--- src/rtl/noc_input_buffer_if.sv ---
// Bundle of link-side and fcu-side signals for one NoC router input buffer.
// The master modport is the buffer's view; the slave modport is the
// surrounding router/link environment that feeds and drains it.

interface noc_input_buffer_if #(
   parameter int DATA_W = 32,
   parameter int PTR_W  = 2
) ();

   // upstream link side
   logic                in_valid;
   logic [DATA_W+1:0]   in_flit;
   logic                credit_out;

   // downstream fcu side
   logic                out_valid;
   logic [DATA_W+1:0]   out_flit;
   logic                out_sop;
   logic                out_eop;
   logic                out_ready;
   logic                pkt_active;

   // status
   logic [PTR_W:0]      count;
   logic                overflow_err;
   logic                proto_err;

   modport master (
      input  in_valid,
      input  in_flit,
      input  out_ready,
      output credit_out,
      output out_valid,
      output out_flit,
      output out_sop,
      output out_eop,
      output pkt_active,
      output count,
      output overflow_err,
      output proto_err
   );

   modport slave (
      output in_valid,
      output in_flit,
      output out_ready,
      input  credit_out,
      input  out_valid,
      input  out_flit,
      input  out_sop,
      input  out_eop,
      input  pkt_active,
      input  count,
      input  overflow_err,
      input  proto_err
   );

endinterface

--- src/rtl/noc_input_buffer.sv ---
// Per-port input buffer of the NoC router. Stores incoming flits in a
// credit-managed circular FIFO, presents the head flit to the flow control
// unit, returns one credit upstream per consumed flit and watches the packet
// framing of the incoming link for diagnostic purposes.

module noc_input_buffer #(
   parameter int DATA_W = 32,
   parameter int DEPTH  = 4,
   parameter int PTR_W  = 2
) (
   input  logic                clk,
   input  logic                rst,
   noc_input_buffer_if.master  bus
);

   localparam int FLIT_W = DATA_W + 2;

   localparam logic [1:0] TYPE_BODY   = 2'b00;
   localparam logic [1:0] TYPE_HEAD   = 2'b01;
   localparam logic [1:0] TYPE_TAIL   = 2'b10;
   localparam logic [1:0] TYPE_SINGLE = 2'b11;

   localparam logic [0:0] ST_IDLE   = 1'b0;
   localparam logic [0:0] ST_IN_PKT = 1'b1;

   localparam logic [PTR_W:0] FULL_COUNT = (PTR_W+1)'(DEPTH);

   logic [FLIT_W-1:0] mem [DEPTH];
   logic [PTR_W-1:0]  wr_ptr;
   logic [PTR_W-1:0]  rd_ptr;
   logic [PTR_W:0]    count_q;
   logic              credit_q;
   logic              pkt_active_q;
   logic              overflow_q;
   logic              proto_q;
   logic [0:0]        in_state;

   logic              full;
   logic              empty;
   logic              do_deq;
   logic              do_enq;
   logic              do_drop;
   logic [1:0]        in_type;
   logic [1:0]        head_type;
   logic [FLIT_W-1:0] head_flit;
   logic              frame_bad;
   logic [0:0]        in_state_nxt;

   // Occupancy flags and the transfer decisions for this cycle. A full buffer
   // can still accept a flit when the head leaves in the same cycle.
   always_comb begin
      full      = (count_q == FULL_COUNT);
      empty     = (count_q == '0);
      do_deq    = !empty && bus.out_ready;
      do_enq    = bus.in_valid && (!full || do_deq);
      do_drop   = bus.in_valid && full && !do_deq;
      in_type   = bus.in_flit[FLIT_W-1:DATA_W];
      head_flit = mem[rd_ptr];
      head_type = head_flit[FLIT_W-1:DATA_W];
   end

   // Input framing check: decides the next framing state and whether the
   // arriving flit breaks the head/body/tail sequence.
   always_comb begin
      in_state_nxt = in_state;
      frame_bad    = 1'b0;
      if (bus.in_valid) begin
         if (in_state == ST_IDLE) begin
            case (in_type)
               TYPE_HEAD:   in_state_nxt = ST_IN_PKT;
               TYPE_SINGLE: in_state_nxt = ST_IDLE;
               default:     frame_bad    = 1'b1;
            endcase
         end else begin
            case (in_type)
               TYPE_BODY:   in_state_nxt = ST_IN_PKT;
               TYPE_TAIL:   in_state_nxt = ST_IDLE;
               default:     frame_bad    = 1'b1;
            endcase
         end
      end
   end

   // Flit storage; contents need no reset because out_valid masks stale data.
   always_ff @(posedge clk) begin
      if (do_enq) begin
         mem[wr_ptr] <= bus.in_flit;
      end
   end

   // Pointers and occupancy; a reset discards everything buffered.
   always_ff @(posedge clk) begin
      if (rst) begin
         wr_ptr  <= '0;
         rd_ptr  <= '0;
         count_q <= '0;
      end else begin
         if (do_enq) begin
            wr_ptr <= wr_ptr + 1'b1;
         end
         if (do_deq) begin
            rd_ptr <= rd_ptr + 1'b1;
         end
         if (do_enq && !do_deq) begin
            count_q <= count_q + 1'b1;
         end else if (do_deq && !do_enq) begin
            count_q <= count_q - 1'b1;
         end
      end
   end

   // One credit goes back upstream in the cycle after each dequeue.
   always_ff @(posedge clk) begin
      if (rst) begin
         credit_q <= 1'b0;
      end else begin
         credit_q <= do_deq;
      end
   end

   // Output-side packet tracking so the fcu can hold its allocation.
   always_ff @(posedge clk) begin
      if (rst) begin
         pkt_active_q <= 1'b0;
      end else if (do_deq) begin
         if (head_type == TYPE_HEAD) begin
            pkt_active_q <= 1'b1;
         end else if (head_type == TYPE_TAIL) begin
            pkt_active_q <= 1'b0;
         end
      end
   end

   // Framing state plus the sticky diagnostic error flags.
   always_ff @(posedge clk) begin
      if (rst) begin
         in_state   <= ST_IDLE;
         overflow_q <= 1'b0;
         proto_q    <= 1'b0;
      end else begin
         in_state <= in_state_nxt;
         if (do_drop) begin
            overflow_q <= 1'b1;
         end
         if (frame_bad) begin
            proto_q <= 1'b1;
         end
      end
   end

   assign bus.out_valid    = !empty;
   assign bus.out_flit     = head_flit;
   assign bus.out_sop      = !empty && ((head_type == TYPE_HEAD) || (head_type == TYPE_SINGLE));
   assign bus.out_eop      = !empty && ((head_type == TYPE_TAIL) || (head_type == TYPE_SINGLE));
   assign bus.credit_out   = credit_q;
   assign bus.pkt_active   = pkt_active_q;
   assign bus.count        = count_q;
   assign bus.overflow_err = overflow_q;
   assign bus.proto_err    = proto_q;

endmodule

--- src/flat_wrapper.sv ---
// flat-port wrapper written by rule: the top's interface ports become plain ports
module noc_input_buffer_flat 
#(
   parameter int DATA_W = 32,
   parameter int DEPTH  = 4,
   parameter int PTR_W  = 2
)
  (clk, rst, bus_in_valid, bus_in_flit, bus_out_ready, bus_credit_out, bus_out_valid, bus_out_flit, bus_out_sop, bus_out_eop, bus_pkt_active, bus_count, bus_overflow_err, bus_proto_err);
  noc_input_buffer_if #(.DATA_W(DATA_W), .PTR_W(PTR_W)) bus_i ();
  input  logic clk;
  input  logic rst;
  input wire logic [$bits(bus_i.in_valid)-1:0] bus_in_valid;
  input wire logic [$bits(bus_i.in_flit)-1:0] bus_in_flit;
  input wire logic [$bits(bus_i.out_ready)-1:0] bus_out_ready;
  output wire logic [$bits(bus_i.credit_out)-1:0] bus_credit_out;
  output wire logic [$bits(bus_i.out_valid)-1:0] bus_out_valid;
  output wire logic [$bits(bus_i.out_flit)-1:0] bus_out_flit;
  output wire logic [$bits(bus_i.out_sop)-1:0] bus_out_sop;
  output wire logic [$bits(bus_i.out_eop)-1:0] bus_out_eop;
  output wire logic [$bits(bus_i.pkt_active)-1:0] bus_pkt_active;
  output wire logic [$bits(bus_i.count)-1:0] bus_count;
  output wire logic [$bits(bus_i.overflow_err)-1:0] bus_overflow_err;
  output wire logic [$bits(bus_i.proto_err)-1:0] bus_proto_err;
  assign bus_i.in_valid = bus_in_valid;
  assign bus_i.in_flit = bus_in_flit;
  assign bus_i.out_ready = bus_out_ready;
  assign bus_credit_out = bus_i.credit_out;
  assign bus_out_valid = bus_i.out_valid;
  assign bus_out_flit = bus_i.out_flit;
  assign bus_out_sop = bus_i.out_sop;
  assign bus_out_eop = bus_i.out_eop;
  assign bus_pkt_active = bus_i.pkt_active;
  assign bus_count = bus_i.count;
  assign bus_overflow_err = bus_i.overflow_err;
  assign bus_proto_err = bus_i.proto_err;
  noc_input_buffer #(.DATA_W(DATA_W), .DEPTH(DEPTH), .PTR_W(PTR_W)) u_core (.clk(clk), .rst(rst), .bus(bus_i));
endmodule
--- config.mk ---
export PLATFORM = sky130hd
export DESIGN_NAME = noc_input_buffer_flat
export DESIGN_NICKNAME = d
export VERILOG_FILES = /design/src/rtl/noc_input_buffer_if.sv /design/src/rtl/noc_input_buffer.sv /design/src/flat_wrapper.sv
export SDC_FILE = /design/constraint.sdc
export NUM_CORES = 1
export LEC_CHECK = 0
export CAP_MARGIN = 10
export CORE_MARGIN = 3
export CORE_UTILIZATION = 55
export DETAILED_ROUTE_END_ITERATION = 8
export PLACE_DENSITY_LB_ADDON = 0.15
export SLEW_MARGIN = 20
export SYNTH_ARGS = -nofsm -noshare
export SYNTH_HDL_FRONTEND = slang
export SYNTH_SLANG_ARGS = --single-unit
export TNS_END_PERCENT = 50
--- constraint.sdc ---
create_clock -name clk -period 5.9 [get_ports clk]
set_clock_uncertainty 0.2 [all_clocks]
set_input_delay 1.18 -clock clk [delete_from_list [all_inputs] [get_ports clk]]
set_output_delay 1.18 -clock clk [all_outputs]
set_load 0.005 [all_outputs]
==> results_dict.tcl, run 1 <==
set metrics [dict create \
    finalHoldViolations 0 \
    drive_gt1_share_pct 21.0 \
    setup_viol 0 \
    synth_most_common_cell "edfxtp_1" \
    yosysWarnings 0 \
    crit_type "flip-flop to primary output" \
    drv_slew 0 \
    cts_setup_buffers 0 \
    dp_hpwl_um 5520 \
    vias 2655 \
    drt_iter0_drc 160 \
    fill_cells 582 \
    wl_um 9490 \
    antenna_found_initial 0 \
    dr.pass1.iters 4 \
    ys_ff_latch 150 \
    startpoint_type "flip-flop" \
    area_growth_pct 27.6 \
    portBuffers 81 \
    fin_crit_sh_pct 70.6 \
    clk_path_buf_depth 2 \
    initial_core_util_pct 57.0 \
    synth-main-ff-cell "edfxtp_1" \
    cts_root_buf "clkbuf_8" \
    synthesis.area_um2 5620 \
    ios 82 \
    clock.fmax_mhz 240 \
    wl_per_cell_um 19.4 \
    cts_inserted_buffers 17 \
    grt_pass1_wl_um 15200 \
    cts.reportedPaths.clkPinSlew_ps 60 \
    clkSinkCount 150 \
    status "finished, final reports clean" \
    cp-end-kind "primary output" \
    fin_tns_setup_ps 0 \
    grt_pass1_vias 2880 \
    ys_seq_area_share_pct 77.7 \
    fin_nets 390 \
    yosysTopAreaCell "edfxtp_1" \
    antenna_left 0 \
    clk_latency_ps 510 \
    hold_buffers 0 \
    holdPathStages 2 \
    reg2regPathDepth 8 \
    ir_drop_mv 0.227 \
    rows 36 \
    fin_crit_ps 4170 \
    gr-total-overflow 0 \
    async_reset_ff_share_pct 0 \
    p_leak_uw 0.00236 \
    drc 0 \
    syn_inst 253 \
    arrival_ps 2790 \
    antennaDiodeCount 0 \
    dieArea_um2 11500 \
    grt_setup_unrepaired "no" \
    ys_top_cells_by_count "edfxtp_1, mux4_2, dfxtp_1, nor2_1, ha_1" \
    cts_resized 0 \
    hold_class "flip-flop to flip-flop" \
    core_area_um2 9860 \
    finalWeightedCongestion 0.723 \
    maxSlewHeadroom_pct 36.8 \
    cts_tree "built" \
    required_ps 4520 \
    total_power_uw 3150 \
    grt_max_degree 35 \
    fin_util_pct 72.7 \
    synth_area_leaders "edfxtp_1, mux4_2, dfxtp_1" \
    powerDensity_nw_per_um2 439 \
    maxCapViolations 0 \
    syn_nets 299 \
    synth.avg_cell_area_um2 22.2 \
    grtUsageTotal_pct 18.4 \
    die_w_um 107 \
    synth_enable_flop_cells 136 \
    synth.top_cell.area_share_pct 72.7 \
    ys_types 30 \
    ctsHtreeMaxLevel 4 \
    vias_per_cell 5.42 \
    tightest_slew_ps 948 \
    path_max_fanout 34 \
    die_h_um 107 \
]
[per-layer routing]
layer	vias up	wire [um]	GRT usage (%)
met3	7	412	5.30
met4	0	132	8.04
li1	1211	-	-
met5	-	0	0
met2	70	4740	28.4
met1	1367	4200	24.8
[layout make-up]
type / instances / area [um^2] / area share, %
Clock inverter: 10 / 153 / 2.13
Tap cell: 133 / 166 / 2.32
Multi-Input combinational cell: 87 / 1180 / 16.4
Clock buffer: 22 / 463 / 6.46
Timing Repair Buffer: 82 / 818 / 11.4
Inverter: 6 / 22.5 / 0.314
Sequential cell: 150 / 4370 / 60.9
[report_power, final]
group / total (uW) / internal, uW / leakage, uW / switching (uW)
Clock: 1100 / 717 / 0.000305 / 379
Combinational: 706 / 440 / 0.000694 / 265
Sequential: 1350 / 1270 / 0.00136 / 79.6
[per-stage QoR]
step | setup WS (ps) | instances | instance area, um^2 | hold slack [ps]
CTS | 1650 | 490 | 7170 | 290
floorplan | 2890 | 253 | 5620 | 259
global placement | 2150 | 458 | 6550 | 262
global route | 1510 | 490 | 7170 | 303
finish | 1730 | 490 | 7170 | 290
detailed placement | 2030 | 458 | 6550 | 276
[placed cells by master (no fill, tap or decap), drive strengths merged, types with 2 or more instances in the layout]
| cell type | n |
|---|---|
| edfxtp | 136 |
| clkdlybuf4s50 | 81 |
| mux4 | 34 |
| clkbuf | 22 |
| dfxtp | 14 |
| nor2 | 13 |
| ha | 7 |
| inv | 6 |
| clkinv | 5 |
| and2 | 4 |
| xor2 | 4 |
| a21oi | 4 |
| bufinv | 4 |
| nor2b | 3 |
| o21ai | 3 |
| mux2i | 2 |
| nand2b | 2 |
| nand2 | 2 |
[flip-flops by register name (all words and copies together) (netlist names), named ones only]
register and count:
u_core.bus.proto_err 1, u_core.bus.credit_out 1, u_core.bus.count 3, u_core.mem 136, u_core.in_state 1, u_core.bus.overflow_err 1, u_core.wr_ptr 2, u_core.bus.pkt_active 1
u_core.rd_ptr 2
[worst max-delay path, stage by stage (launching register included)]
cell and delay, ps:
dfxtp_2 920, mux4_2 470, inv_2 80, ha_1 180
nor2_1 60, nor2_1 70, clkdlybuf4s50_1 500
[path summary, 6_finish.rpt]
path,startpoint,slack (ps),endpoint
max reg2reg,u_core.bus.count[0],3190,u_core.bus.count[2]
min reg2reg,u_core.in_state,290,u_core.in_state
min,u_core.in_state,290,u_core.in_state
max,flip-flop,1730,bus_out_sop
[kinds of logic (layout without fill, tap and decap cells)]
| logic type | count (synthesis) | in the layout | share of synthesized area, % |
|---|---|---|---|
| DFF | 150 | 150 | 77.7 |
| muxes | 37 | 37 | 14.3 |
| and+or+nand+nor | 27 | 27 | 2.63 |
| buffers and inverters | 16 | 120 | 1.45 |
| AOI/OAI and AO/OA | 10 | 10 | 1.31 |
| adders and majority gates | 8 | 8 | 1.91 |
| xor gates and xnor gates | 5 | 5 | 0.779 |
Power figures use the tool's default switching activity.
==> run 2: changes to the inputs <==
- CORE_UTILIZATION: 55 -> 54
- clock period: 5.9 -> 4.35 ns (I/O delays scaled with it)
==> run 2 against run 1 <==
Count of clock-buffer cells in the layout fell by 5; combinational power rose by 39%; core utilization fell by 0.44 points; final area is 0.30% higher; worst setup slack worse by 1200 ps; power is 33% higher; global-route usage about the same; worst hold slack worse by 14 ps; cell count rose by 1.6%; wire length is 0.73% higher; critical path type unchanged; critical endpoint is now bus_out_flit[6].
==> results_dict.tcl, run 2 (same netlist as run 1, synthesis figures left out) <==
set metrics [dict create \
    rows 36 \
    fin_crit_ps 3790 \
    finalHoldViolations 0 \
    die_w_um 108 \
    path_max_fanout 22 \
    pwr-share-clk_pct 33.3 \
    r2r_start "u_core.bus.count[0]" \
    hold_class "flip-flop to flip-flop" \
    finalWeightedCongestion 0.706 \
    cts_inserted_buffers 17 \
    antenna_left 0 \
    layout_common_cells "edfxtp_1, clkdlybuf4s50_1, mux4_2, clkbuf_16, nor2_1" \
    setup_viol 0 \
    status "finished, final reports clean" \
    cts_resized 0 \
    fin_nets 398 \
    internal_power_uw 3180 \
    ctsHtreeMaxLevel 4 \
    drc 0 \
    drv_slew 0 \
    core_area_um2 9950 \
    clk_latency_ps 510 \
    instances_no_fill 498 \
    vias 2710 \
    powerDensity_nw_per_um2 583 \
    crit_buf_inv 2 \
    highest-signal-layer "met4" \
    crit_type "flip-flop to primary output" \
    clk_path_buf_depth 2 \
    p_leak_uw 0.00237 \
    arrival_ps 2720 \
    p_seq_share_pct 43.3 \
    path_cells "buf_4, mux4_2, clkdlybuf4s50_1" \
    dr_wl_met3_um 527 \
    slowest_stage "dfxtp_2" \
    initial_core_util_pct 56.4 \
    comb_power_share_pct 23.3 \
    grt_setup_unrepaired "no" \
    drive_gt1_share_pct 22.2 \
    critPathTopFamily "buffers and inverters" \
    final_common_cell "edfxtp_1" \
    maxCapViolations 0 \
    cts_root_buf "clkbuf_8" \
    antenna_found_initial 0 \
    maxSlewHeadroom_pct 60.6 \
    power_switching_share_pct 24.0 \
    tightest_slew_ps 592 \
    antennaDiodeCount 0 \
    drt-met1-wl_um 4120 \
    regMostFlops "u_core.mem" \
    grt_max_degree 35 \
    grt_pass1_vias 2929 \
    fin_crit_sh_pct 87.2 \
    clkSinkCount 150 \
    fin_tns_setup_ps 0 \
    drt_iter0_drc 176 \
    wl_um 9550 \
    cts_setup_buffers 0 \
    dr.pass1.iters 4 \
    cts.reportedPaths.clkPinSlew_ps 60 \
    required_ps 3280 \
    gr-total-overflow 0 \
    wl_per_cell_um 19.2 \
    dr_wl_met2_um 4840 \
    clock.fmax_mhz 264 \
    area_growth_pct 27.9 \
    die_h_um 108 \
    ios 82 \
    vias_per_cell 5.44 \
    grt_pass1_wl_um 15500 \
    hold_buffers 0 \
    slowest_delay_ps 640 \
    hp-start "u_core.bus.overflow_err" \
    p_switching_uw 1010 \
    largest_register_ffs 136 \
    cp-end-kind "primary output" \
    dp_cells 466 \
    portBuffers 81 \
    ir_drop_mv 0.312 \
    dp_hpwl_um 6170 \
    cts_tree "built" \
    startpoint_type "flip-flop" \
    grtUsageTotal_pct 18.4 \
    dieArea_um2 11700 \
]
==> run 2: metal layers <==
metal  track usage (%)  up-vias
met3              6.15        6
met1              24.0     1409
li1                  -     1224
met5                 0        -
met2              30.0       71
met4              5.14        0
==> run 2: final timing paths <==
| path | end | slack (ps) | cells past startpoint |
|---|---|---|---|
| worst max-delay path | bus_out_flit[6] | 560 | 3 |
| worst min-delay path | u_core.bus.overflow_err | 280 | 2 |
| worst max register to register | u_core.bus.count[2] | 1710 | 8 |
| worst min register to register | u_core.bus.overflow_err | 280 | 2 |
==> run 2: worst register-to-register path, stage by stage, from the launching register on <==
cell,delay [ps]
dfxtp_1,570
nor4b_4,100
nor2b_1,380
ha_1,260
inv_1,60
fa_1,370
xor2_1,170
or3_1,320
a21oi_1,140
==> run 2: stage by stage <==
stage	utilization [%]	power [uW]	hold slack, ps	instance area, um^2	worst slack (ps)
6_report	72.2	4190	276	7190	556
5_1_grt	72.2	4400	319	7190	337
4_1_cts	72.2	4240	287	7190	464
3_5_place_dp	66.4	2840	273	6610	817
3_3_place_gp	66.4	2820	260	6610	893
2_1_floorplan	-	2340	259	5620	1650
==> run 2: area by class of cell <==
class / instances / area (um^2)
flip-flops and latches: 150 / 4370
fillers: 633 / 2770
multi-input cells: 87 / 1180
repair buffers: 90 / 878
clock buffers: 17 / 414
well taps: 133 / 166
clock inverters: 15 / 163
inverters: 6 / 22.5
==> run 2: power by group through the flow <==
| stage | clock network, uW | registers, uW | logic, uW |
|---|---|---|---|
| floorplan | 0 | 1800 | 545 |
| global placement | 0 | 1840 | 980 |
| detailed placement | 0 | 1850 | 992 |
| CTS | 1420 | 1820 | 1000 |
| global route | 1490 | 1840 | 1070 |
| finish | 1400 | 1820 | 978 |
